<file path="config.mk">
export PLATFORM = sky130hd
export DESIGN_NAME = ram_port_arbiter
export DESIGN_NICKNAME = d
export VERILOG_FILES = /design/src/rtl/ram_port_arbiter.sv
export SDC_FILE = /design/constraint.sdc
export NUM_CORES = 1
export LEC_CHECK = 0
export BUFFER_PORTS_ARGS = -buffer_cell sky130_fd_sc_hd__buf_2
export CAP_MARGIN = 30
export CORE_ASPECT_RATIO = 1.4
export CORE_MARGIN = 2
export CORE_UTILIZATION = 37
export CTS_CLUSTER_DIAMETER = 100
export DETAILED_ROUTE_END_ITERATION = 7
export HOLD_SLACK_MARGIN = 0.1
export PLACE_DENSITY = 0.76
export SYNTH_ARGS = -nofsm -noshare
export SYNTH_HDL_FRONTEND = slang
export SYNTH_SLANG_ARGS = --single-unit
</file>
<file path="constraint.sdc">
create_clock -name clk -period 1.6 [get_ports clk]
set_clock_uncertainty 0.05 [all_clocks]
set_input_delay 0.16 -clock clk [delete_from_list [all_inputs] [get_ports clk]]
set_output_delay 0.16 -clock clk [all_outputs]
set_load 0.02 [all_outputs]
</file>
<file path="src/rtl/ram_port_arbiter.sv">
// Two-requester arbiter for one single-write-port / async-read RAM.
// Round-robin with a burst allowance; read data returned registered one cycle after grant.
module ram_port_arbiter #(
  parameter int AW        = 6,
  parameter int DW        = 8,
  parameter int BURST_MAX = 2
) (
  input  logic          clk,
  input  logic          reset,
  input  logic          a_req,
  input  logic          a_we,
  input  logic [AW-1:0] a_addr,
  input  logic [DW-1:0] a_wdata,
  output logic          a_gnt,
  output logic          a_rvalid,
  output logic [DW-1:0] a_rdata,
  input  logic          b_req,
  input  logic          b_we,
  input  logic [AW-1:0] b_addr,
  input  logic [DW-1:0] b_wdata,
  output logic          b_gnt,
  output logic          b_rvalid,
  output logic [DW-1:0] b_rdata,
  output logic          ram_we,
  output logic [AW-1:0] ram_addr_write,
  output logic [DW-1:0] ram_data_write,
  output logic [AW-1:0] ram_addr_read,
  input  logic [DW-1:0] ram_data_read
);

  localparam int CW = $clog2(BURST_MAX + 1);
  localparam logic [CW-1:0] CNT_MAX = CW'(BURST_MAX);

  typedef enum logic {
    OWN_A = 1'b0,
    OWN_B = 1'b1
  } owner_e;

  owner_e        owner_q, owner_d;
  logic [CW-1:0] cnt_q, cnt_d;
  logic          gnt_a, gnt_b;
  logic [1:0]    gnt_v, we_v, rsp_valid;
  logic [DW-1:0] rsp_rdata [2];

  // Grant decision and owner/burst-count update.
  always_comb begin
    gnt_a   = 1'b0;
    gnt_b   = 1'b0;
    owner_d = owner_q;
    cnt_d   = cnt_q;
    if (!reset) begin
      if (a_req && b_req) begin
        if (cnt_q < CNT_MAX) begin
          gnt_a = (owner_q == OWN_A);
          gnt_b = (owner_q == OWN_B);
        end else begin
          gnt_a = (owner_q == OWN_B);
          gnt_b = (owner_q == OWN_A);
        end
      end else begin
        gnt_a = a_req;
        gnt_b = b_req;
      end
      if (gnt_a || gnt_b) begin
        if ((gnt_a && owner_q == OWN_A) || (gnt_b && owner_q == OWN_B)) begin
          if (cnt_q < CNT_MAX) cnt_d = cnt_q + CW'(1);
        end else begin
          owner_d = gnt_a ? OWN_A : OWN_B;
          cnt_d   = CW'(1);
        end
      end
    end
  end

  always_ff @(posedge clk) begin
    if (reset) begin
      owner_q <= OWN_B;
      cnt_q   <= CNT_MAX;
    end else begin
      owner_q <= owner_d;
      cnt_q   <= cnt_d;
    end
  end

  always_comb begin
    ram_we         = 1'b0;
    ram_addr_write = '0;
    ram_addr_read  = '0;
    ram_data_write = '0;
    if (gnt_a) begin
      ram_we         = a_we;
      ram_addr_write = a_addr;
      ram_addr_read  = a_addr;
      ram_data_write = a_wdata;
    end else if (gnt_b) begin
      ram_we         = b_we;
      ram_addr_write = b_addr;
      ram_addr_read  = b_addr;
      ram_data_write = b_wdata;
    end
  end

  assign gnt_v = {gnt_b, gnt_a};
  assign we_v  = {b_we, a_we};

  // One response register pair per requester: index 0 = A, 1 = B.
  for (genvar gi = 0; gi < 2; gi++) begin : gen_rsp
    logic          rvalid_q;
    logic [DW-1:0] rdata_q;

    always_ff @(posedge clk) begin
      if (reset) begin
        rvalid_q <= 1'b0;
        rdata_q  <= '0;
      end else begin
        rvalid_q <= gnt_v[gi] && !we_v[gi];
        if (gnt_v[gi] && !we_v[gi]) rdata_q <= ram_data_read;
      end
    end

    assign rsp_valid[gi] = rvalid_q;
    assign rsp_rdata[gi] = rdata_q;
  end

  assign a_gnt    = gnt_a;
  assign b_gnt    = gnt_b;
  // A response still in flight when reset rises is dropped, not presented.
  assign a_rvalid = rsp_valid[0] && !reset;
  assign b_rvalid = rsp_valid[1] && !reset;
  assign a_rdata  = rsp_rdata[0];
  assign b_rdata  = rsp_rdata[1];

endmodule
</file>
# Word-level counts from Yosys, hierarchy flattened
# Index checks and enable logic that the tools add are counted.
totals:
  reg_bits: 21
  out_inout_bits: 41
classes:
  n_addsub: 1
  order_cmp: 1
  n_eq_ne: 1
  muxes: 17
  n_bitwise: 2
  n_reduce_logical: 14
ops:
  columns: ["operator", "count"]
  rows:
  - ["8-bit 2-to-1 mux", 2]
  - ["6-bit 2-to-1 mux", 2]
  - ["1-bit 2-to-1 mux", 11]
  - ["1-bit logical AND", 7]
  - ["2-bit 2-to-1 mux", 2]
  - ["2-bit AND reduction", 2]
  - ["1-bit logical NOT", 3]
  - ["2-bit by 1-bit adder with 2-bit output (second input constant)", 1]
  - ["1-bit logical OR", 2]
  - ["2-bit less-than comparator (second input constant)", 1]
  - ["2-bit by 1-bit != test with 1-bit output (second input constant)", 1]
  - ["1-bit inverter", 2]

# Depth between registers and ports, before layout
# Gate-level depths: netlist of the first run.
logic_depth:
  word_depth: 8
  mapped_depth: 6
  ltp_nobuf: 3

# Worst setup path before layout of the first run
# No wires, ideal clock.
synth_path:
  kind: "reg-to-output"
  from: "register owner_q"
  to: "output port ram_addr_write[4]"
  arrival_ns: 1.638
  path_slack_ns: -0.248
  stages_incl_launch_ff: 7
  path_cell_list: "dfxtp_1 -> buf_6 -> xor2_1 -> a211oi_2 -> buf_4 -> a22o_2 -> buf_4"
synth_via:
  word_cells_on_any_way: 11
synth_lines:
  columns: ["item", "line_no", "source"]
  rows:
  - ["start, declared", "39", "owner_e owner_q, owner_d;"]
  - ["start signal, assigned", "80", "owner_q <= owner_d;"]
  - ["1-bit inverter", "54", "gnt_a = (owner_q == OWN_A);"]
  - ["1-bit 2-to-1 mux (*)", "53", "if (cnt_q < CNT_MAX) begin"]
  - ["1-bit 2-to-1 mux (*)", "52", "if (a_req && b_req) begin"]
  - ["1-bit 2-to-1 mux (*) (2 in a row)", "51", "if (!reset) begin"]
  - ["named net a_gnt", "14", "output logic a_gnt,"]
  - ["6-bit 2-to-1 mux (*)", null, null]
  - ["end, declared", "25", "output logic [AW-1:0] ram_addr_write,"]
# Mark *: on every way through the listed nets, which the timed path passes. The rest lies on a longest branch. The select of a mux whose other input is x is not followed.

# Final worst setup path of the first run
layout_path:
  from: "register cnt_q[1]"
  to: "output port ram_addr_read[2]"
layout_via:
  elab_chain_len: 7
  word_cells_on_any_way: 11
layout_lines:
  columns: ["item", "line_no", "source"]
  rows:
  - ["start, declared", "40", "logic [CW-1:0] cnt_q, cnt_d;"]
  - ["start signal, assigned", "81", "cnt_q <= cnt_d;"]
  - ["2-bit less-than comparator (*)", "53", null]
  - ["1-bit 2-to-1 mux", "53", null]
  - ["1-bit 2-to-1 mux", "52", null]
  - ["1-bit 2-to-1 mux (2 in a row)", "51", null]
  - ["6-bit 2-to-1 mux", "95", "end else if (gnt_b) begin"]
  - ["6-bit 2-to-1 mux (*)", "90", "if (gnt_a) begin"]
  - ["end, declared", "27", "output logic [AW-1:0] ram_addr_read,"]
# Every way passes the cells marked *; elsewhere a longest branch is shown, timed or not. The select of a mux whose other input is x is not followed.

==> impl_metrics.xml, run 1 <==
<?xml version="1.0" encoding="UTF-8"?>
<metrics>
  <group name="run_status">
    <metric name="outcome" unit="">finished with violations</metric>
    <metric name="violations" unit="">negative setup slack</metric>
  </group>
  <group name="synthesis">
    <metric name="netlist_top_cells_count" unit="">nand2b_1, dfxtp_1, mux2i_1</metric>
    <metric name="async_reset_ff_share" unit="%">0</metric>
    <metric name="synth_cells" unit="">119</metric>
    <metric name="synth.top_cells.by_area" unit="">dfxtp_1, mux2i_1, nand2b_1</metric>
    <metric name="synth_area_per_cell" unit="µm²">10.0</metric>
    <metric name="synth_edf_count" unit="">0</metric>
    <metric name="synthFlopType" unit="">dfxtp_1</metric>
    <metric name="yosys_register_bits" unit="">21</metric>
    <metric name="most_area_hungry_cell_type_in_the_yosys_netlist" unit="">dfxtp_1</metric>
    <metric name="synth.area.mux_share" unit="%">15.2</metric>
    <metric name="synth.yosys.seq_area_share" unit="%">35.3</metric>
    <metric name="most_instantiated_library_cell_after_synthesis" unit="">nand2b_1</metric>
    <metric name="syn_area" unit="µm²">1190</metric>
    <metric name="syn_nets" unit="">161</metric>
    <metric name="synth_top_family_by_area" unit="">compound AO/OA/AOI/OAI gates</metric>
    <metric name="synth-warning-count" unit="">0</metric>
    <metric name="synth_adder_area_share" unit="%">0</metric>
    <metric name="synth-compound-area-share" unit="%">21.1</metric>
    <metric name="yosys.cell_types.count" unit="">27</metric>
    <metric name="netlist.area_leader.share" unit="%">35.3</metric>
    <metric name="synthXorXnorAreaFrac" unit="%">2.10</metric>
    <metric name="yosys.area_share.simple" unit="%">16.9</metric>
  </group>
  <group name="setup_path">
    <metric name="crit_fanout" unit="">16</metric>
    <metric name="criticalPathCategory" unit="">flop to output port</metric>
    <metric name="timing.critical_path.cells" unit="">xor2_4 -&gt; a211oi_4 -&gt; buf_12 -&gt; a22o_2 -&gt; buf_2</metric>
    <metric name="timing.critical_path.slowest_stage_cell" unit="">dfxtp_4</metric>
    <metric name="worst-endpoint-arrival" unit="ns">1.57</metric>
    <metric name="critical_path_depth" unit="">5</metric>
    <metric name="reg2reg_setup_slack" unit="ns">0.05</metric>
    <metric name="worstPathBufferInverterCount" unit="">2</metric>
    <metric name="endpoint_of_the_most_critical_register_to_register_path" unit="">a_rdata[5]</metric>
    <metric name="critical-path-top-delay-family" unit="">flip-flops</metric>
    <metric name="critPathLaunchType" unit="">flop</metric>
    <metric name="crit_path_end_kind" unit="">output port</metric>
    <metric name="data_required_critical_path" unit="ns">1.39</metric>
    <metric name="critical-path-max-stage-delay" unit="ns">0.39</metric>
    <metric name="critical_r2r_launch" unit="">cnt_q[1]</metric>
    <metric name="ff2ff_path_depth" unit="">6</metric>
  </group>
  <group name="detailed_routing">
    <metric name="via_per_inst" unit="">4.79</metric>
    <metric name="dr_total_vias" unit="">1155</metric>
    <metric name="detail-route-antenna-nets" unit="">0</metric>
    <metric name="route.detailed.drc" unit="">0</metric>
    <metric name="wl" unit="µm">3160</metric>
    <metric name="drt_first_pass_iters" unit="">4</metric>
    <metric name="drt-wirelength-per-cell" unit="µm">13.1</metric>
    <metric name="initialDrtViolationCount" unit="">12</metric>
  </group>
  <group name="worst_hold_path">
    <metric name="min_from" unit="">ram_data_read[6]</metric>
    <metric name="worst_hold_path_type" unit="">input pin to flop</metric>
    <metric name="worstHoldPathCells" unit="">3</metric>
    <metric name="hold_path_end" unit="">b_rdata[6]</metric>
  </group>
  <group name="final_layout">
    <metric name="layout-drive-gt1-share" unit="%">59.9</metric>
    <metric name="final_nets" unit="">245</metric>
    <metric name="layout.core_utilization" unit="%">61.2</metric>
    <metric name="layout.cell_area.non_filler" unit="µm²">1890</metric>
    <metric name="fillers" unit="">265</metric>
    <metric name="inserted_diodes" unit="">0</metric>
    <metric name="layout-area-overhead-vs-synth" unit="%">58.8</metric>
  </group>
  <group name="place">
    <metric name="postPlaceCellArea" unit="µm²">1690</metric>
    <metric name="place.port_buffers" unit="">82</metric>
    <metric name="place_congestion" unit="">0.726</metric>
    <metric name="detailed_place_hpwl" unit="µm">2350</metric>
  </group>
  <group name="sta">
    <metric name="maxClockFrequency" unit="GHz">0.562</metric>
    <metric name="rsz_0062_raised_after_global_routing" unit="">true</metric>
    <metric name="final_hold_viol_count" unit="">0</metric>
    <metric name="slew_headroom" unit="%">74.7</metric>
    <metric name="timing.final.ws_setup" unit="ns">-0.180</metric>
    <metric name="worst_pin_slew" unit="ns">0.379</metric>
    <metric name="period_minus_slack" unit="ns">1.78</metric>
    <metric name="timing.final.setup_violations" unit="">22</metric>
    <metric name="final.period_utilization" unit="%">111</metric>
    <metric name="slew_viol_final" unit="">0</metric>
  </group>
  <group name="clocking">
    <metric name="cts.htree.levels" unit="">1</metric>
    <metric name="tritoncts" unit="">yes</metric>
    <metric name="clk_pin_slew_worst_paths" unit="ns">0.07</metric>
    <metric name="cts_hold_buf" unit="">0</metric>
    <metric name="clockRootBuffer" unit="">clkbuf_8</metric>
    <metric name="cts_buffer_depth" unit="">2</metric>
    <metric name="worstSkewPairLatency" unit="ns">0.26</metric>
    <metric name="clock_sinks" unit="">21</metric>
    <metric name="tritoncts.num_buffers" unit="">3</metric>
  </group>
  <group name="grt">
    <metric name="number_of_antenna_violations_at_the_first_check_in_global_routing" unit="">0</metric>
    <metric name="gr-usage-all-layers" unit="%">16.6</metric>
    <metric name="wire_length_of_the_first_global_routing_pass" unit="µm">4630</metric>
    <metric name="grt_max_degree" unit="">28</metric>
    <metric name="grt_pass1_vias" unit="">1090</metric>
    <metric name="grt-ovfl-total" unit="">0</metric>
  </group>
  <group name="pwr">
    <metric name="pwr_density_cell" unit="nW/µm²">781</metric>
    <metric name="cellLeakagePower" unit="µW">0.000956</metric>
    <metric name="post-layout-total-power" unit="µW">1480</metric>
    <metric name="irDropWorstVdd" unit="µV">513</metric>
  </group>
  <group name="floorplanning">
    <metric name="total_die_area" unit="µm²">3700</metric>
    <metric name="die-height" unit="µm">71.1</metric>
    <metric name="core" unit="µm²">3090</metric>
    <metric name="pin_count" unit="">83</metric>
    <metric name="floorplan.die.width" unit="µm">52.0</metric>
    <metric name="placementRows" unit="">24</metric>
    <metric name="start_util" unit="%">38.5</metric>
  </group>
  <group name="flow_run">
    <metric name="max_cap_violations" unit="">0</metric>
  </group>
</metrics>
==> sequential cells by signal, summed over array words and instances, names as in the netlist <==
name,cells
gen_rsp.rvalid_q,2
cnt_q,2
b_rdata,8
a_rdata,8
owner_q,1
==> worst register-to-register path, delay by kind of cell (launching register included) <==
kind,cells,cell delay [ns]
buffers and inverters,3,0.43
AOI/OAI and AO/OA,1,0.24
xor gates and xnor gates,1,0.20
muxes,1,0.18
DFF,1,0.39
==> repair_timing <==
item | CTS | global route
hold endpoints to repair | 0 | 0
gates resized for setup | 36 | 8
endpoints found under the setup margin | 23 | 28
pin swaps | 3 | 2
buffers inserted | 3 | 2
==> report_power, final <==
part / internal, µW / switching [µW]
sequential: 556 / 27.6
combinational: 287 / 264
clock: 177 / 165
total: 1020 / 456
==> placed cells by master (no fill, tap or decap), types with 4 or more instances in the layout <==
cell type / Yosys / final
buf_6: 2 / 18
nand2_1: 4 / 4
a22o_2: 8 / 12
buf_4: 7 / 12
dfxtp_1: 21 / 19
nand2b_1: 24 / 24
buf_2: 2 / 62
mux2i_1: 17 / 17
==> worst max path at each step <==
stage          slack (ns)                 to      from
2_1_floorplan       -0.02  ram_addr_write[4]   owner_q
3_3_place_gp         0.04   ram_addr_read[2]   owner_q
3_5_place_dp        0.007   ram_addr_read[5]   owner_q
4_1_cts             -0.20   ram_addr_read[5]  cnt_q[1]
5_1_grt             -0.23  ram_addr_write[2]  cnt_q[1]
6_report            -0.18   ram_addr_read[2]  cnt_q[1]
==> layout make-up <==
cell class,instances,area (µm²),share of cell area (%)
Tap cell,39,48.8,2.58
Clock buffer,4,45.0,2.38
Timing Repair Buffer,94,643,34.0
Multi-Input combinational cell,80,716,37.8
Sequential cell,21,428,22.6
Inverter,3,11.3,0.595
==> layer usage <==
layer / global-route usage, % / wire (µm) / up-vias
met4: 7.02 / 45 / 0
met5: 0 / 0 / -
met1: 16.4 / 1140 / 508
met3: 6.75 / 443 / 5
li1: - / - / 572
met2: 29.4 / 1540 / 70
==> cells by family after synthesis <==
kind of cell | count (synthesis)
DFF | 21
xor gates and xnor gates | 2
buffers and inverters | 18
and+or+nand+nor | 34
muxes | 18
AOI/OAI and AO/OA | 26
==> through the flow <==
step / cells / hold slack, ns / worst slack, ns / TNS (ns)
floorplan: 119 / 0.286 / -0.0176 / -0.0176
global placement: 233 / 0.399 / 0.0397 / 0
detailed placement: 233 / 0.411 / 0.00720 / 0
CTS: 240 / 0.125 / -0.199 / -3.32
global route: 241 / 0.161 / -0.234 / -4.15
finish: 241 / 0.129 / -0.180 / -3.03
Note: power is estimated with default switching activity, not from simulation.
==> run 2, diff against run 1 <==
- CORE_UTILIZATION: 37 -> 38
- CTS_BUF_LIST: not set -> sky130_fd_sc_hd__clkbuf_8
- PLACE_DENSITY: 0.76 -> 0.78
==> run 2 against run 1 <==
Compared with the run above: the run still ends with negative setup slack left; sequential cell count is the same; hold slack worse by 0.0013 ns; register-to-register slack hardly changed; critical endpoint is now ram_data_write[7]; global-route usage increased by 1.1 points; clock-buffer cell count down 1; largest cell class unchanged; critical path type unchanged; fmax fell by 1.0%; die area fell by 2.5%; final cell count up 1.2%; first-iteration DRC count up 130%; non-clock buffer count increased by 3.
==> impl_metrics.xml, run 2 (synthesized netlist as in run 1, its figures left out) <==
<?xml version="1.0" encoding="UTF-8"?>
<metrics>
  <group name="clocking">
    <metric name="clk_pin_slew_worst_paths" unit="ns">0.08</metric>
    <metric name="clock_sinks" unit="">21</metric>
    <metric name="cts.htree.levels" unit="">1</metric>
    <metric name="cts_hold_buf" unit="">0</metric>
    <metric name="clockRootBuffer" unit="">clkbuf_8</metric>
    <metric name="tritoncts" unit="">yes</metric>
    <metric name="cts_buffer_depth" unit="">2</metric>
    <metric name="tritoncts.num_buffers" unit="">3</metric>
    <metric name="worstSkewPairLatency" unit="ns">0.26</metric>
  </group>
  <group name="pwr">
    <metric name="switching_part_of_the_total_power" unit="%">31.9</metric>
    <metric name="seq_power_share" unit="%">38.1</metric>
    <metric name="p_switching" unit="µW">488</metric>
    <metric name="irDropWorstVdd" unit="µV">826</metric>
    <metric name="cellLeakagePower" unit="µW">0.00101</metric>
    <metric name="cell_internal_power" unit="µW">1040</metric>
    <metric name="power.clock.fraction" unit="%">23.3</metric>
    <metric name="pwr_density_cell" unit="nW/µm²">766</metric>
    <metric name="fraction_of_power_consumed_by_combinational_cells" unit="%">38.6</metric>
  </group>
  <group name="setup_path">
    <metric name="critPathLaunchType" unit="">flop</metric>
    <metric name="endpoint_of_the_most_critical_register_to_register_path" unit="">a_rdata[1]</metric>
    <metric name="worst-endpoint-arrival" unit="ns">1.59</metric>
    <metric name="data_required_critical_path" unit="ns">1.39</metric>
    <metric name="critical_r2r_launch" unit="">owner_q</metric>
    <metric name="crit_fanout" unit="">5</metric>
    <metric name="crit_path_end_kind" unit="">output port</metric>
    <metric name="criticalPathCategory" unit="">flop to output port</metric>
    <metric name="ff2ff_path_depth" unit="">5</metric>
    <metric name="reg2reg_setup_slack" unit="ns">0.05</metric>
  </group>
  <group name="sta">
    <metric name="final.period_utilization" unit="%">112</metric>
    <metric name="worst_pin_slew" unit="ns">0.283</metric>
    <metric name="period_minus_slack" unit="ns">1.80</metric>
    <metric name="slew_headroom" unit="%">81.1</metric>
    <metric name="maxClockFrequency" unit="GHz">0.556</metric>
    <metric name="slew_viol_final" unit="">0</metric>
    <metric name="rsz_0062_raised_after_global_routing" unit="">true</metric>
    <metric name="final_hold_viol_count" unit="">0</metric>
    <metric name="timing.final.setup_violations" unit="">23</metric>
    <metric name="timing.final.ws_setup" unit="ns">-0.198</metric>
  </group>
  <group name="run_status">
    <metric name="violations" unit="">negative setup slack</metric>
    <metric name="outcome" unit="">finished with violations</metric>
  </group>
  <group name="grt">
    <metric name="number_of_antenna_violations_at_the_first_check_in_global_routing" unit="">0</metric>
    <metric name="grt-ovfl-total" unit="">0</metric>
    <metric name="grt_max_degree" unit="">25</metric>
    <metric name="wire_length_of_the_first_global_routing_pass" unit="µm">4920</metric>
    <metric name="gr-usage-all-layers" unit="%">17.7</metric>
    <metric name="grt_pass1_vias" unit="">1122</metric>
  </group>
  <group name="place">
    <metric name="postPlaceCellArea" unit="µm²">1680</metric>
    <metric name="place_congestion" unit="">0.731</metric>
    <metric name="place.port_buffers" unit="">82</metric>
    <metric name="placedCellCount" unit="">234</metric>
    <metric name="detailedPlace.worstSlack" unit="ns">-0.00921</metric>
    <metric name="detailed_place_hpwl" unit="µm">2500</metric>
  </group>
  <group name="floorplanning">
    <metric name="core" unit="µm²">3060</metric>
    <metric name="die-height" unit="µm">70.2</metric>
    <metric name="pin_count" unit="">83</metric>
    <metric name="total_die_area" unit="µm²">3600</metric>
    <metric name="start_util" unit="%">38.9</metric>
    <metric name="placementRows" unit="">24</metric>
    <metric name="floorplan.die.width" unit="µm">51.3</metric>
  </group>
  <group name="final_layout">
    <metric name="most_common_library_cell_in_the_layout_ignoring_fill_and_taps" unit="">buf_2</metric>
    <metric name="layout.core_utilization" unit="%">65.2</metric>
    <metric name="final_nets" unit="">248</metric>
    <metric name="final_cell_mix" unit="">buf_2, nand2b_1, buf_6</metric>
    <metric name="layout-area-overhead-vs-synth" unit="%">67.5</metric>
    <metric name="fillers" unit="">265</metric>
    <metric name="layout.cell_area.non_filler" unit="µm²">2000</metric>
    <metric name="post_layout_nonfiller_instances" unit="">244</metric>
    <metric name="inserted_diodes" unit="">0</metric>
    <metric name="layout-drive-gt1-share" unit="%">60.5</metric>
  </group>
  <group name="worst_hold_path">
    <metric name="min_from" unit="">ram_data_read[1]</metric>
    <metric name="hold_path_end" unit="">b_rdata[1]</metric>
    <metric name="worst_hold_path_type" unit="">input pin to flop</metric>
    <metric name="worstHoldPathCells" unit="">3</metric>
  </group>
  <group name="detailed_routing">
    <metric name="dr_total_vias" unit="">1175</metric>
    <metric name="route.detailed.drc" unit="">0</metric>
    <metric name="initialDrtViolationCount" unit="">27</metric>
    <metric name="detail-route-antenna-nets" unit="">0</metric>
    <metric name="via_per_inst" unit="">4.82</metric>
    <metric name="drt_first_pass_iters" unit="">4</metric>
    <metric name="drt-wirelength-per-cell" unit="µm">14.3</metric>
    <metric name="wl" unit="µm">3480</metric>
  </group>
  <group name="flow_run">
    <metric name="max_cap_violations" unit="">0</metric>
  </group>
</metrics>
-- run 2: cell types whose count changed in the layout (fill, tap and decap cells not counted), moves of 2 or more --
cell | previous run | this run
a22o_4 | 1 | 10
buf_2 | 62 | 60
buf_6 | 18 | 23
a22o_2 | 12 | 3
-- run 2: worst max path at each step --
stage,from,endpoint
2_1_floorplan,owner_q,ram_addr_write[4]
3_3_place_gp,owner_q,ram_data_write[5]
3_5_place_dp,owner_q,ram_data_write[6]
4_1_cts,cnt_q[1],ram_addr_read[2]
5_1_grt,owner_q,ram_data_write[7]
6_report,owner_q,ram_data_write[7]
-- run 2: cell type report --
type,count,area (µm²),area share [%]
Timing Repair Buffer,97,677,33.9
Inverter,3,11.3,0.564
Clock buffer,3,41.3,2.07
Tap cell,39,48.8,2.45
Clock inverter,1,7.51,0.376
Sequential cell,21,428,21.4
Multi-Input combinational cell,80,782,39.2
-- run 2: per-layer routing --
| layer | global-route usage (%) | vias up | wire length [µm] |
|---|---|---|---|
| met3 | 3.85 | 4 | 208 |
| li1 | - | 577 | - |
| met5 | 0 | - | 0 |
| met1 | 19.4 | 546 | 1280 |
| met2 | 32.8 | 48 | 1950 |
| met4 | 5.26 | 0 | 38 |
-- run 2: power by group through the flow --
stage	Sequential, µW	Combinational [µW]	Clock [µW]
floorplan	617	292	0
global placement	595	456	0
detailed placement	596	462	0
CTS	583	541	365
global route	589	624	384
finish	583	590	356
-- run 2: through the flow --
step / hold slack [ns] / total power, µW / setup TNS [ns]
floorplan: 0.286 / 909 / -0.0176
global placement: 0.399 / 1050 / 0
detailed placement: 0.406 / 1060 / -0.0212
CTS: 0.125 / 1490 / -4.37
global route: 0.132 / 1600 / -4.80
finish: 0.127 / 1530 / -3.92
-- run 2: critical path: stages, from the launching register on --
cell	delay (ns)
dfxtp_4	0.39
xor2_4	0.20
a211oi_4	0.30
buf_6	0.17
a22o_1	0.15
buf_6	0.12
-- run 2: repair_timing --
item,4_1_cts,5_1_grt
setup buffers,4,3
gates resized for setup,39,20
setup endpoints to repair,23,25
pin swaps,2,5
